$ cat src/rtl/bsg_cache_nb_dma_splitter.sv
// Splits the bsg_cache_nb DMA packet stream into read requests and queued evictions, and buffers refill beats.
// Optional BSG_CACHE_NB_DMA_SPLITTER_RAW_CHECK_EN: reads stall only on a block-address match instead of on any pending evict.
module bsg_cache_nb_dma_splitter #(
    parameter int addr_width_p          = 32,
    parameter int word_width_p          = 32,
    parameter int dma_data_width_p      = 64,
    parameter int block_size_in_words_p = 8,
    parameter int mshr_els_p            = 4,
    parameter int evict_els_p           = 4,
    parameter int bursts_lp             = block_size_in_words_p*word_width_p/dma_data_width_p,
    parameter int refill_els_p          = mshr_els_p*bursts_lp,
    localparam int lg_mshr_els_lp       = (mshr_els_p > 1) ? $clog2(mshr_els_p) : 1,
    // packet layout, MSB first: {write_not_read, addr, mask, mshr_id}
    localparam int dma_pkt_width_lp     = 1 + addr_width_p + block_size_in_words_p + lg_mshr_els_lp
) (
    input  logic                        clk,
    input  logic                        reset,

    input  logic [dma_pkt_width_lp-1:0] dma_pkt_i,
    input  logic                        dma_pkt_v_i,
    output logic                        dma_pkt_yumi_o,

    input  logic [dma_data_width_p-1:0] dma_data_i,
    input  logic                        dma_data_v_i,
    output logic                        dma_data_yumi_o,

    output logic [dma_data_width_p-1:0] dma_data_o,
    output logic [lg_mshr_els_lp-1:0]   dma_mshr_id_o,
    output logic                        dma_data_v_o,
    input  logic                        dma_data_ready_i,

    output logic [dma_pkt_width_lp-1:0] rd_pkt_o,
    output logic                        rd_pkt_v_o,
    input  logic                        rd_pkt_yumi_i,

    output logic [dma_pkt_width_lp-1:0] wr_pkt_o,
    output logic                        wr_pkt_v_o,
    input  logic                        wr_pkt_yumi_i,

    output logic [dma_data_width_p-1:0] wr_data_o,
    output logic                        wr_data_v_o,
    input  logic                        wr_data_yumi_i,

    input  logic [dma_data_width_p-1:0] mem_data_i,
    input  logic [lg_mshr_els_lp-1:0]   mem_mshr_id_i,
    input  logic                        mem_data_v_i,
    output logic                        mem_data_ready_o
);

    localparam int lg_evict_lp  = $clog2(evict_els_p);
    localparam int lg_refill_lp = $clog2(refill_els_p);
    localparam int lg_bursts_lp = (bursts_lp > 1) ? $clog2(bursts_lp) : 1;

    typedef enum logic [1:0] {e_idle, e_hdr, e_data} state_e;

    state_e                  state_r, state_n;
    logic [lg_bursts_lp-1:0] cnt_r, cnt_n;

    logic [dma_pkt_width_lp-1:0] evict_q_r [evict_els_p];
    logic [lg_evict_lp:0]        ev_wptr_r, ev_rptr_r, ev_count;
    logic                        ev_full, ev_empty, ev_enq, ev_deq;
    logic                        pkt_is_write, hazard;

    assign pkt_is_write = dma_pkt_i[dma_pkt_width_lp-1];
    assign ev_empty = (ev_wptr_r == ev_rptr_r);
    assign ev_full  = (ev_wptr_r[lg_evict_lp] != ev_rptr_r[lg_evict_lp])
                    && (ev_wptr_r[lg_evict_lp-1:0] == ev_rptr_r[lg_evict_lp-1:0]);
    assign ev_count = ev_wptr_r - ev_rptr_r;
    // full is sampled before any same-cycle dequeue, so a full queue never accepts
    assign ev_enq   = ~reset & dma_pkt_v_i & pkt_is_write & ~ev_full;

`ifdef BSG_CACHE_NB_DMA_SPLITTER_RAW_CHECK_EN
    localparam int blk_offset_lp = $clog2(block_size_in_words_p) + $clog2(word_width_p/8);
    localparam int addr_lsb_lp   = lg_mshr_els_lp + block_size_in_words_p;

    logic [lg_evict_lp-1:0]  slot_off;
    logic [addr_width_p-1:0] rd_addr, slot_addr;

    assign rd_addr = dma_pkt_i[addr_lsb_lp +: addr_width_p];

    // a slot is live when its distance from the read pointer is below the occupancy
    always_comb begin
        hazard    = 1'b0;
        slot_off  = '0;
        slot_addr = '0;
        for (int i = 0; i < evict_els_p; i++) begin
            slot_off  = lg_evict_lp'(i) - ev_rptr_r[lg_evict_lp-1:0];
            slot_addr = evict_q_r[i][addr_lsb_lp +: addr_width_p];
            if (({1'b0, slot_off} < ev_count)
                && ((slot_addr >> blk_offset_lp) == (rd_addr >> blk_offset_lp)))
                hazard = 1'b1;
        end
    end
`else
    assign hazard = ~ev_empty;
`endif

    assign rd_pkt_o       = dma_pkt_i;
    assign rd_pkt_v_o     = ~reset & dma_pkt_v_i & ~pkt_is_write & ~hazard;
    assign dma_pkt_yumi_o = pkt_is_write ? ev_enq : (rd_pkt_v_o & rd_pkt_yumi_i);

    assign wr_pkt_o  = evict_q_r[ev_rptr_r[lg_evict_lp-1:0]];
    assign wr_data_o = dma_data_i;

    always_comb begin
        state_n         = state_r;
        cnt_n           = cnt_r;
        ev_deq          = 1'b0;
        wr_pkt_v_o      = 1'b0;
        wr_data_v_o     = 1'b0;
        dma_data_yumi_o = 1'b0;
        if (!reset) begin
            case (state_r)
                e_idle: if (!ev_empty) state_n = e_hdr;
                e_hdr: begin
                    wr_pkt_v_o = 1'b1;
                    if (wr_pkt_yumi_i) state_n = e_data;
                end
                e_data: begin
                    wr_data_v_o     = dma_data_v_i;
                    dma_data_yumi_o = dma_data_v_i & wr_data_yumi_i;
                    if (dma_data_yumi_o) begin
                        if (cnt_r == lg_bursts_lp'(bursts_lp-1)) begin
                            cnt_n   = '0;
                            ev_deq  = 1'b1;
                            state_n = (ev_count > (lg_evict_lp+1)'(1)) ? e_hdr : e_idle;
                        end else begin
                            cnt_n = cnt_r + 1'b1;
                        end
                    end
                end
                default: state_n = e_idle;
            endcase
        end
    end

    logic [dma_data_width_p-1:0] rf_data_r [refill_els_p];
    logic [lg_mshr_els_lp-1:0]   rf_id_r   [refill_els_p];
    logic [lg_refill_lp:0]       rf_wptr_r, rf_rptr_r;
    logic                        rf_full, rf_empty, rf_push, rf_pop;

    assign rf_empty = (rf_wptr_r == rf_rptr_r);
    assign rf_full  = (rf_wptr_r[lg_refill_lp] != rf_rptr_r[lg_refill_lp])
                    && (rf_wptr_r[lg_refill_lp-1:0] == rf_rptr_r[lg_refill_lp-1:0]);

    assign mem_data_ready_o = ~reset & ~rf_full;
    assign dma_data_v_o     = ~reset & ~rf_empty;
    assign rf_push          = mem_data_v_i & mem_data_ready_o;
    assign rf_pop           = dma_data_v_o & dma_data_ready_i;
    assign dma_data_o       = rf_data_r[rf_rptr_r[lg_refill_lp-1:0]];
    assign dma_mshr_id_o    = rf_id_r[rf_rptr_r[lg_refill_lp-1:0]];

    always_ff @(posedge clk) begin
        if (reset) begin
            state_r   <= e_idle;
            cnt_r     <= '0;
            ev_wptr_r <= '0;
            ev_rptr_r <= '0;
            rf_wptr_r <= '0;
            rf_rptr_r <= '0;
        end else begin
            state_r <= state_n;
            cnt_r   <= cnt_n;
            if (ev_enq) ev_wptr_r <= ev_wptr_r + 1'b1;
            if (ev_deq) ev_rptr_r <= ev_rptr_r + 1'b1;
            if (rf_push) rf_wptr_r <= rf_wptr_r + 1'b1;
            if (rf_pop)  rf_rptr_r <= rf_rptr_r + 1'b1;
        end
    end

    // storage carries no reset; occupancy is defined entirely by the pointers
    always_ff @(posedge clk) begin
        if (ev_enq)
            evict_q_r[ev_wptr_r[lg_evict_lp-1:0]] <= dma_pkt_i;
        if (rf_push) begin
            rf_data_r[rf_wptr_r[lg_refill_lp-1:0]] <= mem_data_i;
            rf_id_r[rf_wptr_r[lg_refill_lp-1:0]]   <= mem_mshr_id_i;
        end
    end

endmodule

$ cat config.mk
export PLATFORM = sky130hd
export DESIGN_NAME = bsg_cache_nb_dma_splitter
export DESIGN_NICKNAME = d
export VERILOG_FILES = /design/src/rtl/bsg_cache_nb_dma_splitter.sv
export SDC_FILE = /design/constraint.sdc
export NUM_CORES = 1
export LEC_CHECK = 0
export CAP_MARGIN = 20
export CORE_ASPECT_RATIO = 2
export CORE_MARGIN = 10
export CORE_UTILIZATION = 48
export CTS_BUF_LIST = sky130_fd_sc_hd__clkbuf_4 sky130_fd_sc_hd__clkbuf_8 sky130_fd_sc_hd__clkbuf_16
export DETAILED_ROUTE_END_ITERATION = 12
export GPL_TIMING_DRIVEN = 1
export PLACE_DENSITY = 0.71
export SYNTH_ARGS = -nofsm -noshare
export SYNTH_HDL_FRONTEND = slang
export SYNTH_SLANG_ARGS = --single-unit
$ cat constraint.sdc
create_clock -name clk -period 4.8 [get_ports clk]
set_input_delay 0.72 -clock clk [delete_from_list [all_inputs] [get_ports clk]]
set_output_delay 0.72 -clock clk [all_outputs]
set_load 0.01 [all_outputs]
# After elaboration in Yosys (flattened, before gate mapping)
# Memories as Yosys holds them, arrays and structs flattened. A register that Yosys moved wholly into a read port is not among the register bits.
# Cells that the tools add are included.
# op_classes
n_bitwise	16
eq_ne	13
n_reduce_logical	5
magnitude_cmp	1
muxes	28
addsub	6
# op_table
cell	n
$mux 1	16
$mux 4	4
$mux 2	7
$and 1x1->1	11
$add 5x1->5 const B	2
$ne 2x2->1 const B	4
$add 3x1->3 const B	2
$pmux 2 s3	1
$eq 5x5->1	1
$not 1->1	5
$eq 2x2->1 const B	2
$eq 4x4->1	1
$reduce_and 4->1	1
$eq 3x3->1	1
$gt 3x1->1 const B	1
$sub 3x3->3	1
$add 2x1->2 const B	1
$eq 2x1->1 const B	1
$eq 2x2->1	1
$logic_and 1x1->1	2
$logic_not 2->1	1
$ne 1x1->1	2
$reduce_and 2->1	1
# totals
output_inout_bits	223
word_cells	78
regBits	20
mem_count	3
mem_bits_rw	1228
input_bits	182
# memory_table
name	depth	word_bits	read_ports	rd_clocked_by_memory_dff	wr	line_no	text
rf_data_r	16	64	1	1	1	137	logic [dma_data_width_p-1:0] rf_data_r [refill_els_p];
evict_q_r	4	43	1	1	1	59	logic [dma_pkt_width_lp-1:0] evict_q_r [evict_els_p];
rf_id_r	16	2	1	1	1	138	logic [lg_mshr_els_lp-1:0] rf_id_r [refill_els_p];

# Logic depth before layout (Yosys ltp)
# depth
word_depth	7
ltp_mapped	6
ltp_nobuf	6

# Worst setup path before layout
# No wires, ideal clock.
# synth_path
kind	register to register
startpoint	register ev_wptr_r[0]
endpoint	memory evict_q_r[3][0] (netlist name) (enable)
period_less_slack_ns	5.002
setup_time_ns	0.527
arrival_ns	4.475
slack_ns	-0.202
t_required_ns	4.273
stages_incl_launch_ff	4
path_cell_list	dfxtp_1 inv_1 ha_1 a311oi_1
# synth_via
elab_chain_len	6
# synth_rtl
element	line_no	text
from (decl)	60	logic [lg_evict_lp:0] ev_wptr_r, ev_rptr_r, ev_count;
from (signal assigned)	164	if (ev_enq) ev_wptr_r <= ev_wptr_r + 1'b1;
$eq 2x2->1	67	&& (ev_wptr_r[lg_evict_lp-1:0] == ev_rptr_r[lg_evict_lp-1:0]);
$logic_and 1x1->1	67	
$not 1->1	70	assign ev_enq = ~reset & dma_pkt_v_i & pkt_is_write & ~ev_full;
$and 1x1->1	70	
$mux 1	173	if (ev_enq)
$mux 1 (implied by the code)	174	evict_q_r[ev_wptr_r[lg_evict_lp-1:0]] <= dma_pkt_i;
to (decl)	59	
# Several ways; a longest one is shown, not always the timed one.

==> metrics.txt <==
outcome=finished clean; placed insts=3601; Data required, critical path=4.08 ns; fillers=7151; CTS H-Tree Depth=3; drt first pass iters=5; worst reg2reg path depth=5; YS warnings=0; Max Cap Viol=0; post-cts resize count=0; Crit Path Max Fanout=29; biggest area consumer among synthesized cells=edfxtp_1; setup TNS=0 ns; Num CTS Buffers=103; Post-Layout Cell Count=3798; Core ar.=98910 um^2; area of the multi-input gates=9375 um^2; RSZ-0062 raised after global routing=no; worst hold start=cnt_r[1]; post-CTS setup buffer count=0; CTS root buffer=clkbuf_16; fmax=241.3 MHz; post-synthesis sequential area ratio=78.10%; Yosys reg bits=1254; post-DP HPWL=62.73 mm; reg-to-reg startpoint=ev_wptr_r[0]; WS Path Type=reg -> out; Reg area=37410 um^2; asr flop ratio synth=0%; Rows=163; EDFF count, synth=1228; vias in the first global route=24007; R2R Setup Slk=2.01 ns; Worst slew margin=42.87%; wire length per cell=28.01 um; fin util=56.31%; CP endpoint kind=output pin; synthesized netlist cell count=2145; TritonCTS Sinks=1254; largest net degree at the start of global routing=70; nature of the critical path startpoint=register; Top FF cell, synth=edfxtp_1; IO buf count=276; GP Congestion=0.7506; P per Cell Area=466.8 nW/um^2; ANT nets after route=0; Die Ht=466.7 um; final setup margin=0.6551 ns; die width=243.3 um; hold depth=2; r2r endpoint=evict_q_r[1][37]; # nets final=2582; initial antenna violation count=10; Synthesized Nets=2341; share of layout cells above drive strength 1=23.69%; Total GRT Usage=18.75%; # setup viols final=0; data arrival time of the critical path=3.42 ns; placed cell areas=52130 um^2; worst-margin pin slew=0.8549 ns; Mapped Area=47880 um^2; Post-Syn Area per Cell=22.32 um^2; Pins Over Slew Limit=0; via count=22293; starting DRC count in detailed routing=1756; main area contributors after synthesis=edfxtp_1 77%, mux4_2 14%, a22oi_1 2.1%; skew final=0.02463 ns; Hold-fix buffers, CTS=0; Worst VDD drop=0.3555 mV; Clk pin slew, worst setup/hold paths=0.07 ns; Final min period=4.145 ns; initial core utilization=48.41%; area delta synth->final=16.32%; Clock Path Buffers=3; overall routed net length=106.4 mm; Top Ports=405; worst hold path class=reg -> reg; Static Leak=17.22 nW; Clock Latency Late Sink=0.71 ns; gr ovfl total=0; CTS tree=yes; Die Footprint=113600 um^2; post-synth top area share=77.01%; Hold Vio Cnt, Final=0; DRC errors left=0; Tcrit/Tclk final=86.35%; vias per cell=5.870; dpl ws=1.094 ns; Distinct cells, synth=42; Hold EP=cnt_r[1]; Design Area, Final=55700 um^2; global-route wire length before repair=158.6 mm
worst max-delay path by stage:
stage | end | startpoint
3_5_place_dp | evict_q_r[0][6] | reset
6_report | dma_data_o[7] | register
4_1_cts | dma_data_o[7] | register
2_1_floorplan | rf_data_r[12][0] | reset
5_1_grt | dma_data_o[7] | register
3_3_place_gp | evict_q_r[0][2] | reset
area by class of cell:
class                   instances  share of cell area (%)
flip-flops and latches       1254                   67.16
multi-input cells             668                   16.83
repair buffers                348                   6.559
clock buffers                 115                   4.852
well taps                    1320                   2.965
clock inverters                78                   1.543
inverters                      11                 0.07413
diodes                          4                 0.01797
sequential cells by signal, summed over array words and instances, names as in the netlist, named ones only:
name and flops:
evict_q_r 172, ev_wptr_r 3, cnt_r 2, rf_rptr_r 5, rf_id_r 32, state_r 2, rf_data_r 1024, rf_wptr_r 5
ev_rptr_r 3
metal layers:
metal | GRT usage [%] | routed length [um] | up-vias | part of all wire [%]
met5 | 0 | 102 | - | 0.096
met3 | 4.462 | 7432 | 174 | 7.0
met4 | 5.907 | 2561 | 14 | 2.4
met1 | 22.18 | 39110 | 11874 | 37
met2 | 33.26 | 57170 | 846 | 54
li1 | - | - | 9385 | -
cells by family (layout without fill, tap and decap cells):
logic type	count (synthesis)	count (layout)	share of synthesized area [%]
adder cells (fa/ha/maj)	14	14	0.3815
XOR/XNOR	12	12	0.2195
flip-flops	1254	1254	78.10
AO/OA/AOI/OAI	165	165	2.550
multiplexers	312	312	14.55
buffers and inverters	223	552	2.671
other	0	4	0
AND/OR/NAND/NOR	165	165	1.531
power by group:
part | switching, mW | internal, mW | total, mW | leakage (nW)
Sequential | 0.154 | 12.3 | 12.5 | 11.3
Clock | 3.87 | 4.92 | 8.79 | 1.75
Combinational | 2.39 | 2.36 | 4.75 | 4.19
Total | 6.42 | 19.6 | 26.0 | 17.2
metrics by stage:
stage	hold WS (ns)	power (mW)
global route	0.5612	26.99
detailed placement	0.5098	17.54
floorplan	0.4676	15.58
global placement	0.4808	17.44
CTS	0.5268	26.32
finish	0.5262	26.00
cells in the mapped netlist (8+ instances only):
| cell type | n |
|---|---|
| edfxtp_1 | 1228 |
| mux4_2 | 307 |
| nor2_1 | 38 |
| buf_1 | 10 |
| buf_4 | 107 |
| a22oi_1 | 133 |
| inv_1 | 11 |
| ha_1 | 13 |
| nand2_1 | 83 |
| buf_2 | 32 |
| xor2_1 | 8 |
| clkbuf_1 | 63 |
| dfxtp_1 | 26 |
worst max-delay path, stage by stage (launching register included):
cell	delay, ns
dfxtp_4	0.60
buf_12	0.32
buf_4	0.32
mux4_2	0.55
a22oi_1	0.25
nand2_1	0.15
clkdlybuf4s50_1	0.51
layout by cell type (no fill, tap or decap), types with 5 or more instances in the layout:
cell,netlist,layout
edfxtp_1,1228,1228
mux4_2,307,307
clkdlybuf4s50_1,0,276
a22oi_1,133,133
clkbuf_16,0,105
nand2_1,83,83
buf_4,107,44
buf_12,0,28
dfxtp_1,26,22
clkinv_2,0,22
nor2_1,38,21
clkinv_1,0,18
nor2_4,0,17
bufinv_16,0,15
ha_1,13,13
inv_1,11,11
clkbuf_4,0,10
clkinvlp_4,0,9
xor2_1,8,8
a21oi_1,7,7
nor3_1,6,6
o21ai_0,5,5
and3_1,5,5
o311ai_0,5,5
nand3_1,5,5
inv_6,0,5
Note: power is estimated with default switching activity, not from simulation.
